<file path="config.mk">
export PLATFORM = sky130hd
export DESIGN_NAME = if_prefetch
export DESIGN_NICKNAME = d
export VERILOG_FILES = /design/src/rtl/if_prefetch_pkg.sv /design/src/rtl/if_queue.sv /design/src/rtl/if_prefetch.sv
export SDC_FILE = /design/constraint.sdc
export NUM_CORES = 1
export LEC_CHECK = 0
export BUFFER_PORTS_ARGS = -buffer_cell sky130_fd_sc_hd__buf_2
export CAP_MARGIN = 10
export CORE_ASPECT_RATIO = 1.5
export CORE_MARGIN = 2
export CORE_UTILIZATION = 55
export DETAILED_ROUTE_END_ITERATION = 10
export HOLD_SLACK_MARGIN = 0.02
export PLACE_DENSITY_LB_ADDON = 0.15
export SLEW_MARGIN = 20
export SYNTH_ARGS = -nofsm -noshare
export SYNTH_HDL_FRONTEND = slang
export SYNTH_SLANG_ARGS = --single-unit
</file>
<file path="constraint.sdc">
create_clock -name clk -period 5.65 [get_ports clk]
set_input_delay 0.2825 -clock clk [delete_from_list [all_inputs] [get_ports clk]]
set_output_delay 0.2825 -clock clk [all_outputs]
set_load 0.005 [all_outputs]
</file>
<file path="src/rtl/if_prefetch_pkg.sv">
// Shared types for the prefetching IF stage: bus widths and fetch FSM state encodings.
package if_prefetch_pkg;

  localparam int INST_ADDR_W = 32;
  localparam int INST_W      = 32;

  typedef enum logic [1:0] {
    IF_IDLE = 2'd0,
    IF_REQ  = 2'd1,
    IF_DROP = 2'd2
  } if_state_e;

endpackage

</file>
<file path="src/rtl/if_queue.sv">
// Prefetch FIFO of {pc, inst} pairs; the head entry is visible combinationally.
module if_queue #(
  parameter  int PC_W   = 32,
  parameter  int INST_W = 32,
  parameter  int DEPTH  = 4,
  localparam int PTR_W  = $clog2(DEPTH),
  localparam int CNT_W  = PTR_W + 1
) (
  input  logic              clk,
  input  logic              rst,
  input  logic              clear,
  input  logic              push,
  input  logic              pop,
  input  logic [PC_W-1:0]   push_pc,
  input  logic [INST_W-1:0] push_inst,
  output logic [CNT_W-1:0]  count,
  output logic              head_vld,
  output logic [PC_W-1:0]   head_pc,
  output logic [INST_W-1:0] head_inst
);

  logic [PC_W+INST_W-1:0] mem [DEPTH];
  logic [PTR_W-1:0]       rd_ptr, wr_ptr;

  always_ff @(posedge clk) begin
    if (!rst || clear) begin
      rd_ptr <= '0;
      wr_ptr <= '0;
      count  <= '0;
    end else begin
      if (push) wr_ptr <= wr_ptr + 1'b1;
      if (pop)  rd_ptr <= rd_ptr + 1'b1;
      count <= count + CNT_W'(push) - CNT_W'(pop);
    end
  end

  // Data array needs no reset; occupancy is tracked by count alone.
  always_ff @(posedge clk) begin
    if (push) mem[wr_ptr] <= {push_pc, push_inst};
  end

  assign head_vld             = (count != '0);
  assign {head_pc, head_inst} = head_vld ? mem[rd_ptr] : '0;

endmodule

</file>
<file path="src/rtl/if_prefetch.sv">
// Prefetching IF stage: sequential fetch over req/done, DEPTH-entry queue, branch flush.
module if_prefetch
  import if_prefetch_pkg::*;
#(
  parameter  int                    ADDR_WIDTH = INST_ADDR_W,
  parameter  int                    INST_WIDTH = INST_W,
  parameter  int                    DEPTH      = 4,
  parameter  int                    PC_STEP    = 4,
  parameter  logic [ADDR_WIDTH-1:0] RESET_PC   = '0,
  localparam int                    CNT_W      = $clog2(DEPTH) + 1
) (
  input  logic                  clk,
  input  logic                  rst,
  output logic                  mem_req_o,
  output logic [ADDR_WIDTH-1:0] mem_addr_o,
  input  logic                  mem_done_i,
  input  logic [INST_WIDTH-1:0] mem_inst_i,
  input  logic                  branch_flag_i,
  input  logic [ADDR_WIDTH-1:0] branch_target_i,
  input  logic                  stall_i,
  output logic                  if_valid_o,
  output logic [ADDR_WIDTH-1:0] if_pc_o,
  output logic [INST_WIDTH-1:0] if_inst_o,
  output logic                  stall_req_o
);

  if_state_e             state, state_nx;
  logic [ADDR_WIDTH-1:0] fetch_pc, fetch_pc_nx, addr_nx;
  logic                  req_nx;
  logic [CNT_W-1:0]      count, count_after;
  logic                  push, pop;

  assign push        = (state == IF_REQ) && mem_done_i && !branch_flag_i;
  assign pop         = if_valid_o && !stall_i && !branch_flag_i;
  assign count_after = count + CNT_W'(push) - CNT_W'(pop);
  assign stall_req_o = !if_valid_o;

  if_queue #(.PC_W(ADDR_WIDTH), .INST_W(INST_WIDTH), .DEPTH(DEPTH)) u_queue (
    .clk       (clk),
    .rst       (rst),
    .clear     (branch_flag_i),
    .push      (push),
    .pop       (pop),
    .push_pc   (mem_addr_o),
    .push_inst (mem_inst_i),
    .count     (count),
    .head_vld  (if_valid_o),
    .head_pc   (if_pc_o),
    .head_inst (if_inst_o)
  );

  always_ff @(posedge clk) begin
    if (!rst) begin
      state      <= IF_IDLE;
      fetch_pc   <= RESET_PC;
      mem_req_o  <= 1'b0;
      mem_addr_o <= '0;
    end else begin
      state      <= state_nx;
      fetch_pc   <= fetch_pc_nx;
      mem_req_o  <= req_nx;
      mem_addr_o <= addr_nx;
    end
  end

  // A request is never aborted: a flush with one in flight parks in DROP until done.
  always_comb begin
    state_nx    = state;
    fetch_pc_nx = fetch_pc;
    req_nx      = mem_req_o;
    addr_nx     = mem_addr_o;
    if (branch_flag_i) begin
      fetch_pc_nx = branch_target_i;
      case (state)
        IF_REQ, IF_DROP: begin
          if (mem_done_i) begin
            req_nx   = 1'b0;
            state_nx = IF_IDLE;
          end else begin
            state_nx = IF_DROP;
          end
        end
        default: ;
      endcase
    end else begin
      case (state)
        IF_IDLE: begin
          if (count < CNT_W'(DEPTH)) begin
            addr_nx  = fetch_pc;
            req_nx   = 1'b1;
            state_nx = IF_REQ;
          end
        end
        IF_REQ: begin
          if (mem_done_i) begin
            fetch_pc_nx = fetch_pc + ADDR_WIDTH'(PC_STEP);
            if (count_after < CNT_W'(DEPTH)) begin
              addr_nx = fetch_pc_nx;
            end else begin
              req_nx   = 1'b0;
              state_nx = IF_IDLE;
            end
          end
        end
        IF_DROP: begin
          if (mem_done_i) begin
            req_nx   = 1'b0;
            state_nx = IF_IDLE;
          end
        end
        default: begin
          req_nx   = 1'b0;
          state_nx = IF_IDLE;
        end
      endcase
    end
  end

endmodule

</file>
==> reports/metrics.cfg, run 1 <==
[worst_setup_path]
crit_type=reg2reg
crit_fanout=66
crit_required_ns=6.10
cp_data_arrival_time_ns=4.47
worstPathCellList=or3_2, buf_4, inv_1, nor3_1, ha_1, inv_1, ha_1, fa_1, xor3_1, nand3_1, a21boi_4, buf_4, o21ai_0, a21oi_1
startpoint_type=flip-flop
r2r_end=mem_addr_o[19]$_SDFFE_PN0P_
reg2reg_slack_ns=1.64
r2r-start=u_queue.count[0]$_SDFF_PP0_
end_kind=flip-flop
cpPeakStageDelay_ns=0.52
critPathSlowestCell=a21boi_4
rr_worst_depth=14

[sta]
setup_slack_ns=1.64
rsz0062_at_grt=false
fin_setup_tns_ns=0
final-max-slew-violation-count=0
worstMarginPinSlew_ns=1.01
hold_viol_final=0
min_period_ns=4.01
clock_skew_ns=0.0127
slew_headroom=0.326
timing.fmax_mhz=249
finalCritPeriodShare=0.710
setup_viol=0

[floorplanning]
ios=168
start_util=0.562
die-area_um2=26300
die_h_um=197
rows=70
die_x_um=133
core_um2=24400

[layout]
n_antenna_cell=0
final_cell_mix=edfxtp_1 (256), buf_2 (167), dfxtp_1 (74)
fin_nets=1178
fin_area_um2=16300
area_growth_pct=18.5
layout_commonest_cell=edfxtp_1
layout-drive-gt1-share=0.272

[place]
gp_congestion=0.864
place_area_um2=14800
io_buffers=167
pre_cts_ws_ns=1.64
dpl.hpwl_mm=16.9

[yosys]
synth_nets=969
synth.distinct_cells=53
synth_top_area_frac=0.560
synth-seq-cells=332
netlist_instances=889
ys_warn_count=0
synth_area_per_cell_um2=15.4
ys_top_cells_by_area=edfxtp_1 (56%), dfxtp_1 (11%), mux4_2 (11%), and2_1 (3.1%), xnor2_1 (1.9%)
netlist_area_um2=13700
ys_seq_area_frac=0.671
synth_top_area_cell=edfxtp_1

[detailed_routing]
drtIter0Drc=434
via_count=8049
viasPerCell=5.57
wire_per_inst_um=19.0
drc=0
dr.pass1.iters=5
wirelength_mm=27.4
ant_nets=0

[clock_tree]
clkSinkCount=332
path_clk_slew_ns=0.07
clockBufferDepth=3
cts_max_level=1
cts.repair.resized=0
cts_buffers=29
cts-root-buf=clkbuf_16
clk_latency_ns=0.53
cts_tree=done

[grt]
track_usage=0.209
grt_max_degree=67
grt_pass1_wl_mm=42.9
grt_overflow=0
grt_pass1_vias=8278
antenna_found_initial=0

[pwr]
clkPwrFrac=0.388
swShare=0.204
vdd_drop_max_v=0.000232
p_sw_uw=1000
p_per_area_nw_per_um2=302
pwr-share-seq=0.562
internal-power_uw=3910
p_comb_frac=0.050
p_leak_uw=0.00575

[min_path]
hold_depth=3
hold_end=fetch_pc[19]$_SDFFE_PN0P_
hold_start=branch_target_i[19]
hold_class=in2reg

[outcome]
status=finished clean

[job]
drv_cap=0

==> per-stage QoR <==
step                total power (uW)  hold WS, ns  utilization  std cells
finish                          4910       0.0329        0.665       1444
global route                    5080       0.0527        0.665       1444
CTS                             4950       0.0225        0.665       1444
detailed placement              3030        0.498        0.605       1334
floorplan                       2920        0.381            -        889
global placement                3020        0.491        0.605       1334
==> layout make-up <==
cell class / instances / area, um^2
fill: 1762 / 8180
tap: 324 / 405
clock inverter: 10 / 126
inverter: 13 / 48.8
timing repair buffer: 234 / 1480
sequential: 332 / 9210
clock buffer: 43 / 788
multi-input combinational: 488 / 4190
==> cell families (layout without fill, tap and decap cells) <==
kind of cell	Yosys count	in the layout	share of synthesized area
flops	332	332	0.671
simple gates	238	238	0.0986
compound gates	104	104	0.0433
mux	75	75	0.113
buf+inv	69	300	0.0241
xor+xnor	60	60	0.0394
fa+ha+maj	11	11	0.0106
==> metal layers <==
layer,share of wire,GRT usage,up-vias
met1,0.40,0.254,3983
met5,0,0,-
li1,-,-,3786
met2,0.53,0.390,229
met3,0.048,0.0244,51
met4,0.024,0.0633,0
==> state kept, by name, indices dropped and copies added, names as in the netlist, named ones only <==
name,cells
u_queue.mem,256
fetch_pc,32
mem_addr_o,32
u_queue.count,3
state,2
u_queue.rd_ptr,2
u_queue.wr_ptr,2
mem_req_o,1
==> cell usage after synthesis, drive strengths merged <==
master    n
edfxtp  256
dfxtp    76
and2     69
mux4     64
nor2     52
a21oi    42
o21ai    39
nand2    34
xnor2    30
xor2     29
buf      28
clkbuf   27
nand4    22
nand3    18
and3     15
a211oi   14
inv      13
nor3     12
mux2i    11
ha       10
and4      5
nor4      5
nor3b     2
o21a      2
a21boi    1
a221oi    1
a31oi     1
bufbuf    1
fa        1
nor2b     1
o211ai    1
o22ai     1
o311a     1
o31ai     1
or2       1
or3       1
or4       1
xor3      1
==> worst max path at each step <==
stage	cells past startpoint	from	endpoint	slack, ns
after global routing	14	u_queue.count[1]$_SDFF_PP0_	mem_addr_o[23]$_SDFFE_PN0P_	1.29
final	14	u_queue.count[0]$_SDFF_PP0_	mem_addr_o[19]$_SDFFE_PN0P_	1.64
after global placement	14	u_queue.count[0]$_SDFF_PP0_	mem_addr_o[15]$_SDFFE_PN0P_	1.73
after CTS	14	u_queue.count[0]$_SDFF_PP0_	mem_addr_o[22]$_SDFFE_PN0P_	1.62
after detailed placement	14	u_queue.count[0]$_SDFF_PP0_	mem_addr_o[14]$_SDFFE_PN0P_	1.64
after floorplan	6	state[1]$_SDFFE_PN0P_	u_queue.mem[1][0]$_DFFE_PP_	2.58
==> power groups by stage <==
| stage | sequential [uW] | combinational [uW] | clock (uW) |
|---|---|---|---|
| 2_1_floorplan | 2790 | 139 | 0 |
| 5_1_grt | 2770 | 275 | 2030 |
| 3_3_place_gp | 2810 | 213 | 0 |
| 6_report | 2760 | 247 | 1910 |
| 4_1_cts | 2760 | 249 | 1950 |
| 3_5_place_dp | 2810 | 218 | 0 |
==> repair_timing <==
action	4_1_cts	5_1_grt
hold buffers	57	0
setup buffers	0	0
hold endpoints to repair	153	0
==> worst max-delay path, delay by kind of cell, from the launching register on <==
| kind | cells | cell delay, ns |
|---|---|---|
| compound gates | 3 | 0.82 |
| xor+xnor | 1 | 0.28 |
| fa+ha+maj | 3 | 0.84 |
| buf+inv | 4 | 0.99 |
| flops | 1 | 0.31 |
| simple gates | 3 | 0.67 |
(Power assumes the default switching activity.)
==> run 2, diff against run 1 <==
- CORE_UTILIZATION: 55 -> 52
- clock period: 5.65 -> 3.5 ns (I/O delays scaled with it)
==> run 2 against run 1 <==
  * Clock skew is 0.0020 ns higher
  * Flip-flop and latch count unchanged
  * Maximum frequency rose by 29%
  * Combinational power increased by 69%
  * Clock-buffer cell count is 3 higher
  * Core utilization shrank 2.3 points
  * First-iteration DRC count fell by 1.6%
  * Die area is 5.6% higher
  * Non-clock buffer count increased by 17
  * Critical endpoint is now mem_addr_o[1]$_SDFFE_PN0P_
  * Final cell count is 2.0% higher
  * Cell area is 2.1% higher
  * Hold slack better by 0.023 ns
==> reports/metrics.cfg, run 2 (synthesis results as in run 1) <==
[floorplanning]
core_um2=25900
start_util=0.531
die_x_um=137
rows=72
die-area_um2=27700
ios=168
die_h_um=203

[pwr]
p_sw_uw=1700
vdd_drop_max_v=0.000397
internal-power_uw=6460
p_per_area_nw_per_um2=491
p_comb_frac=0.051
pwr-share-seq=0.545
p_leak_uw=0.00590
swShare=0.208
clkPwrFrac=0.403

[detailed_routing]
viasPerCell=5.44
wirelength_mm=28.3
drc=0
via_count=8019
ant_nets=0
dr.pass1.iters=4
drtIter0Drc=427
wire_per_inst_um=19.2

[place]
place_inst=1353
gp_congestion=0.841
pre_cts_ws_ns=0.413
io_buffers=167
dpl.hpwl_mm=17.9

[sta]
setup_viol=0
slew_headroom=0.293
clock_skew_ns=0.0147
final-max-slew-violation-count=0
timing.fmax_mhz=322
finalCritPeriodShare=0.886
fin_setup_tns_ns=0
setup_slack_ns=0.397
min_period_ns=3.10
hold_viol_final=0
rsz0062_at_grt=false
holdWs_ns=0.0558
worstMarginPinSlew_ns=1.06

[worst_setup_path]
worstPathCellList=or3_2, inv_1, nor3_1, ha_1, inv_1, ha_1, fa_1, xor3_1, nand3_1, a21boi_4, buf_12, mux2i_1, nor2_1
cpPeakStageDelay_ns=0.49
end_kind=flip-flop
rr_worst_depth=13
crit_fanout=62
crit_required_ns=3.89
critPathSlowestCell=or3_2
startpoint_type=flip-flop
cp_data_arrival_time_ns=3.49
crit_type=reg2reg

[layout]
layout_commonest_cell=edfxtp_1
largest_reg_flops=256
register_area_um2=9220
fin_nets=1196
multi_input_area_um2=4210
n_antenna_cell=0
final_cell_mix=edfxtp_1 (256), buf_2 (167), dfxtp_1 (74)
reg_top3=u_queue.mem: 256 flops, fetch_pc: 32 flops, mem_addr_o: 32 flops
layout-drive-gt1-share=0.285
area_growth_pct=21.0
layout.cells.non_filler=1473
fillCellCount=1910
largest_register=u_queue.mem

[grt]
grt_pass1_vias=8296
antenna_found_initial=0
grt_overflow=0
grt_pass1_wl_mm=44.5
track_usage=0.209
grt_max_degree=66

[clock_tree]
cts_max_level=1
path_clk_slew_ns=0.06
cts_buffers=30
clkSinkCount=332
clockBufferDepth=3
cts-root-buf=clkbuf_16
clk_latency_ns=0.55
cts.repair.resized=0
cts_tree=done

[min_path]
hold_class=in2reg
hold_depth=4

[job]
drv_cap=0

[outcome]
status=finished clean

==> run 2: changes by cell type in the layout (fill, tap and decap cells not counted), moves of 3 or more <==
cell,delta
clkbuf_1,-6
dlygate4sd3_1,+7
buf_12,+6
and3_2,-3
clkbuf_8,+5
clkbuf_16,+4
and3_4,+3
buf_4,+4
==> run 2: cell type report <==
class | count | share of cell area
clock buffers | 46 | 0.0563
clock inverters | 10 | 0.00505
inverters | 13 | 0.00294
multi-input cells | 488 | 0.253
flip-flops and latches | 332 | 0.555
well taps | 333 | 0.0251
repair buffers | 251 | 0.102
==> run 2: stage by stage <==
step | cell area [um^2] | total power, uW | utilization
detailed placement | 14900 | 4900 | 0.578
floorplan | 13700 | 4720 | -
finish | 16600 | 8160 | 0.642
global route | 16600 | 8450 | 0.642
CTS | 16600 | 8240 | 0.642
global placement | 14900 | 4890 | 0.578
==> run 2: per-layer routing <==
| layer | vias to the layer above | part of all wire | global-route usage | wire, um |
|---|---|---|---|---|
| li1 | 3820 | - | - | - |
| met1 | 3953 | 0.40 | 0.256 | 11400 |
| met2 | 189 | 0.52 | 0.376 | 14800 |
| met3 | 57 | 0.048 | 0.0317 | 1350 |
| met4 | 0 | 0.027 | 0.0677 | 776 |
| met5 | - | 0 | 0 | 0 |
==> run 2: repair_timing <==
action,in CTS,in global routing
buffers inserted,0,0
hold buffers,64,0
setup endpoints to repair,0,0
hold endpoints to repair,160,0
==> run 2: final timing paths <==
check / start / endpoint / slack (ns)
worst max register to register: u_queue.count[0]$_SDFF_PP0_ / mem_addr_o[1]$_SDFFE_PN0P_ / 0.40
worst min register to register: u_queue.wr_ptr[1]$_SDFFE_PP0N_ / u_queue.wr_ptr[1]$_SDFFE_PP0N_ / 0.50
worst max-delay path: u_queue.count[0]$_SDFF_PP0_ / mem_addr_o[1]$_SDFFE_PN0P_ / 0.40
worst min-delay path: stall_i / u_queue.rd_ptr[0]$_SDFFE_PP0P_ / 0.06
==> run 2: power groups by stage <==
stage / Clock [uW] / Sequential, uW / Combinational, uW
after floorplan: 0 / 4500 / 224
after global placement: 0 / 4530 / 356
after detailed placement: 0 / 4540 / 363
after CTS: 3370 / 4450 / 422
after global routing: 3520 / 4460 / 466
final: 3290 / 4450 / 418
==> run 2: worst max-delay path: cells and delay by family (launching register included) <==
family / cells / cell delay (ns)
buffers and inverters: 3 / 0.40
multiplexers: 1 / 0.21
XOR/XNOR: 1 / 0.28
flip-flops: 1 / 0.31
AO/OA/AOI/OAI: 1 / 0.20
AND/OR/NAND/NOR: 4 / 0.74
adder cells (fa/ha/maj): 3 / 0.82
==> run 3, diff against run 2 <==
- CORE_ASPECT_RATIO: 1.5 -> 1.25
==> run 3 against run 2 <==
  * Register-to-register slack worse by 0.05 ns
  * Highest routed layer unchanged
  * Sequential power about the same
  * Critical path type unchanged
  * Die area barely moved
  * Critical endpoint is now mem_addr_o[0]$_SDFFE_PN0P_
  * Largest cell class unchanged
  * Final cell count grew 0.41%
==> reports/metrics.cfg, run 3 (synthesis results as in run 1) <==
[floorplanning]
die_x_um=149
core_um2=26000
die-area_um2=27700
ios=168
start_util=0.528
die_h_um=186
rows=66

[clock_tree]
cts.repair.resized=0
clkSinkCount=332
cts_tree=done
clockBufferDepth=3
postCtsSetupBuffers=0
clk_latency_ns=0.56
path_clk_slew_ns=0.07
cts_buffers=31
cts_max_level=1
cts-root-buf=clkbuf_16
postCtsHoldBufs=64

[grt]
grt_busiest_layer=met2
grt_pass1_vias=8120
track_usage=0.205
grt_use_met2=0.365
grt_use_met1=0.270
grt_overflow=0
grt_max_degree=66
antenna_found_initial=0
grt_pass1_wl_mm=44.0
met3_usage=0.0292

[sta]
finalCritPeriodShare=0.900
rsz0062_at_grt=false
final-max-slew-violation-count=0
min_period_ns=3.15
timing.fmax_mhz=317
worstMarginPinSlew_ns=0.991
clock_skew_ns=0.0139
slew_headroom=0.339
fin_setup_tns_ns=0
setup_viol=0
hold_viol_final=0
setup_slack_ns=0.350

[layout]
layout_commonest_cell=edfxtp_1
fillCellCount=1948
multi_input_area_um2=4210
final_cell_mix=edfxtp_1 (256), buf_2 (167), dfxtp_1 (74)
fin_nets=1194
area_growth_pct=21.2
register_area_um2=9220
n_antenna_cell=0
largest_register=u_queue.mem
reg_top3=u_queue.mem: 256 flops, fetch_pc: 32 flops, mem_addr_o: 32 flops
layout-drive-gt1-share=0.281
fin_area_um2=16600
largest_reg_flops=256

[min_path]
hold_class=in2reg
hold_depth=4

[detailed_routing]
drtIter0Drc=414
ant_nets=0
via_count=8061
dr.pass1.iters=4
wire_per_inst_um=19.0
drc=0
viasPerCell=5.45
wirelength_mm=28.2

[worst_setup_path]
reg2reg_slack_ns=0.35
rr_worst_depth=13
crit_required_ns=3.90
crit_fanout=62
crit_type=reg2reg
cp_data_arrival_time_ns=3.55
end_kind=flip-flop
startpoint_type=flip-flop

[outcome]
status=finished clean

[pwr]
vdd_drop_max_v=0.000467
p_per_area_nw_per_um2=498
p_leak_uw=0.00591

[place]
pre_cts_ws_ns=0.380
gp_congestion=0.917
dpl.hpwl_mm=17.7
io_buffers=167
place_area_um2=14900

[job]
drv_cap=0

## run 3: changes by cell type in the layout (fill, tap and decap cells not counted)
cell        delta
buf_4          -3
bufinv_16      +3
clkinv_1       +3
clkbuf_16      -2
clkinvlp_4     -2
clkbuf_1       +1
clkbuf_8       -1
clkinv_2       -1
clkinv_4       -1
inv_6          +1
inv_8          +1
## run 3: layout make-up
type | instances | area share
sequential | 332 | 0.554
tap | 340 | 0.0256
timing repair buffer | 248 | 0.101
inverter | 13 | 0.00293
multi-input combinational | 488 | 0.253
clock inverter | 14 | 0.0106
clock buffer | 44 | 0.0526
## run 3: per-stage QoR
step | total power, uW | cells | hold WS, ns | util
floorplan | 4720 | 889 | 0.274 | -
global placement | 4890 | 1357 | 0.391 | 0.574
detailed placement | 4910 | 1357 | 0.392 | 0.574
CTS | 8360 | 1479 | 0.0487 | 0.639
global route | 8570 | 1479 | 0.0803 | 0.639
finish | 8280 | 1479 | 0.0707 | 0.639
## run 3: path summary, 6_finish.rpt
kind                                                startpoint                        endpoint
worst min-delay path                                   stall_i                       flip-flop
worst max-delay path               u_queue.count[0]$_SDFF_PP0_      mem_addr_o[0]$_SDFFE_PN0P_
worst max register to register     u_queue.count[0]$_SDFF_PP0_      mem_addr_o[0]$_SDFFE_PN0P_
worst min register to register  u_queue.wr_ptr[1]$_SDFFE_PP0N_  u_queue.wr_ptr[1]$_SDFFE_PP0N_
## run 3: routing by layer
metal  wire length [um]  share of wire
met1              12100           0.43
met2              14400           0.51
met3               1240          0.044
met4                486          0.017
met5                  0              0
## run 3: worst max-delay path, stage by stage, from the launching register on
cell	delay, ns
dfxtp_1	0.31
or3_2	0.50
inv_1	0.11
nor3_1	0.06
ha_1	0.27
inv_1	0.04
ha_1	0.18
fa_1	0.37
xor3_1	0.29
nand3_1	0.15
a21boi_4	0.20
buf_12	0.25
mux2i_1	0.21
nor2_1	0.05
## run 3: power by group
part	switching, uW	internal (uW)	total (uW)	leakage [uW]
Combinational	208	209	416	0.00244
Sequential	115	4340	4460	0.00295
Clock	1380	2030	3410	0.000519
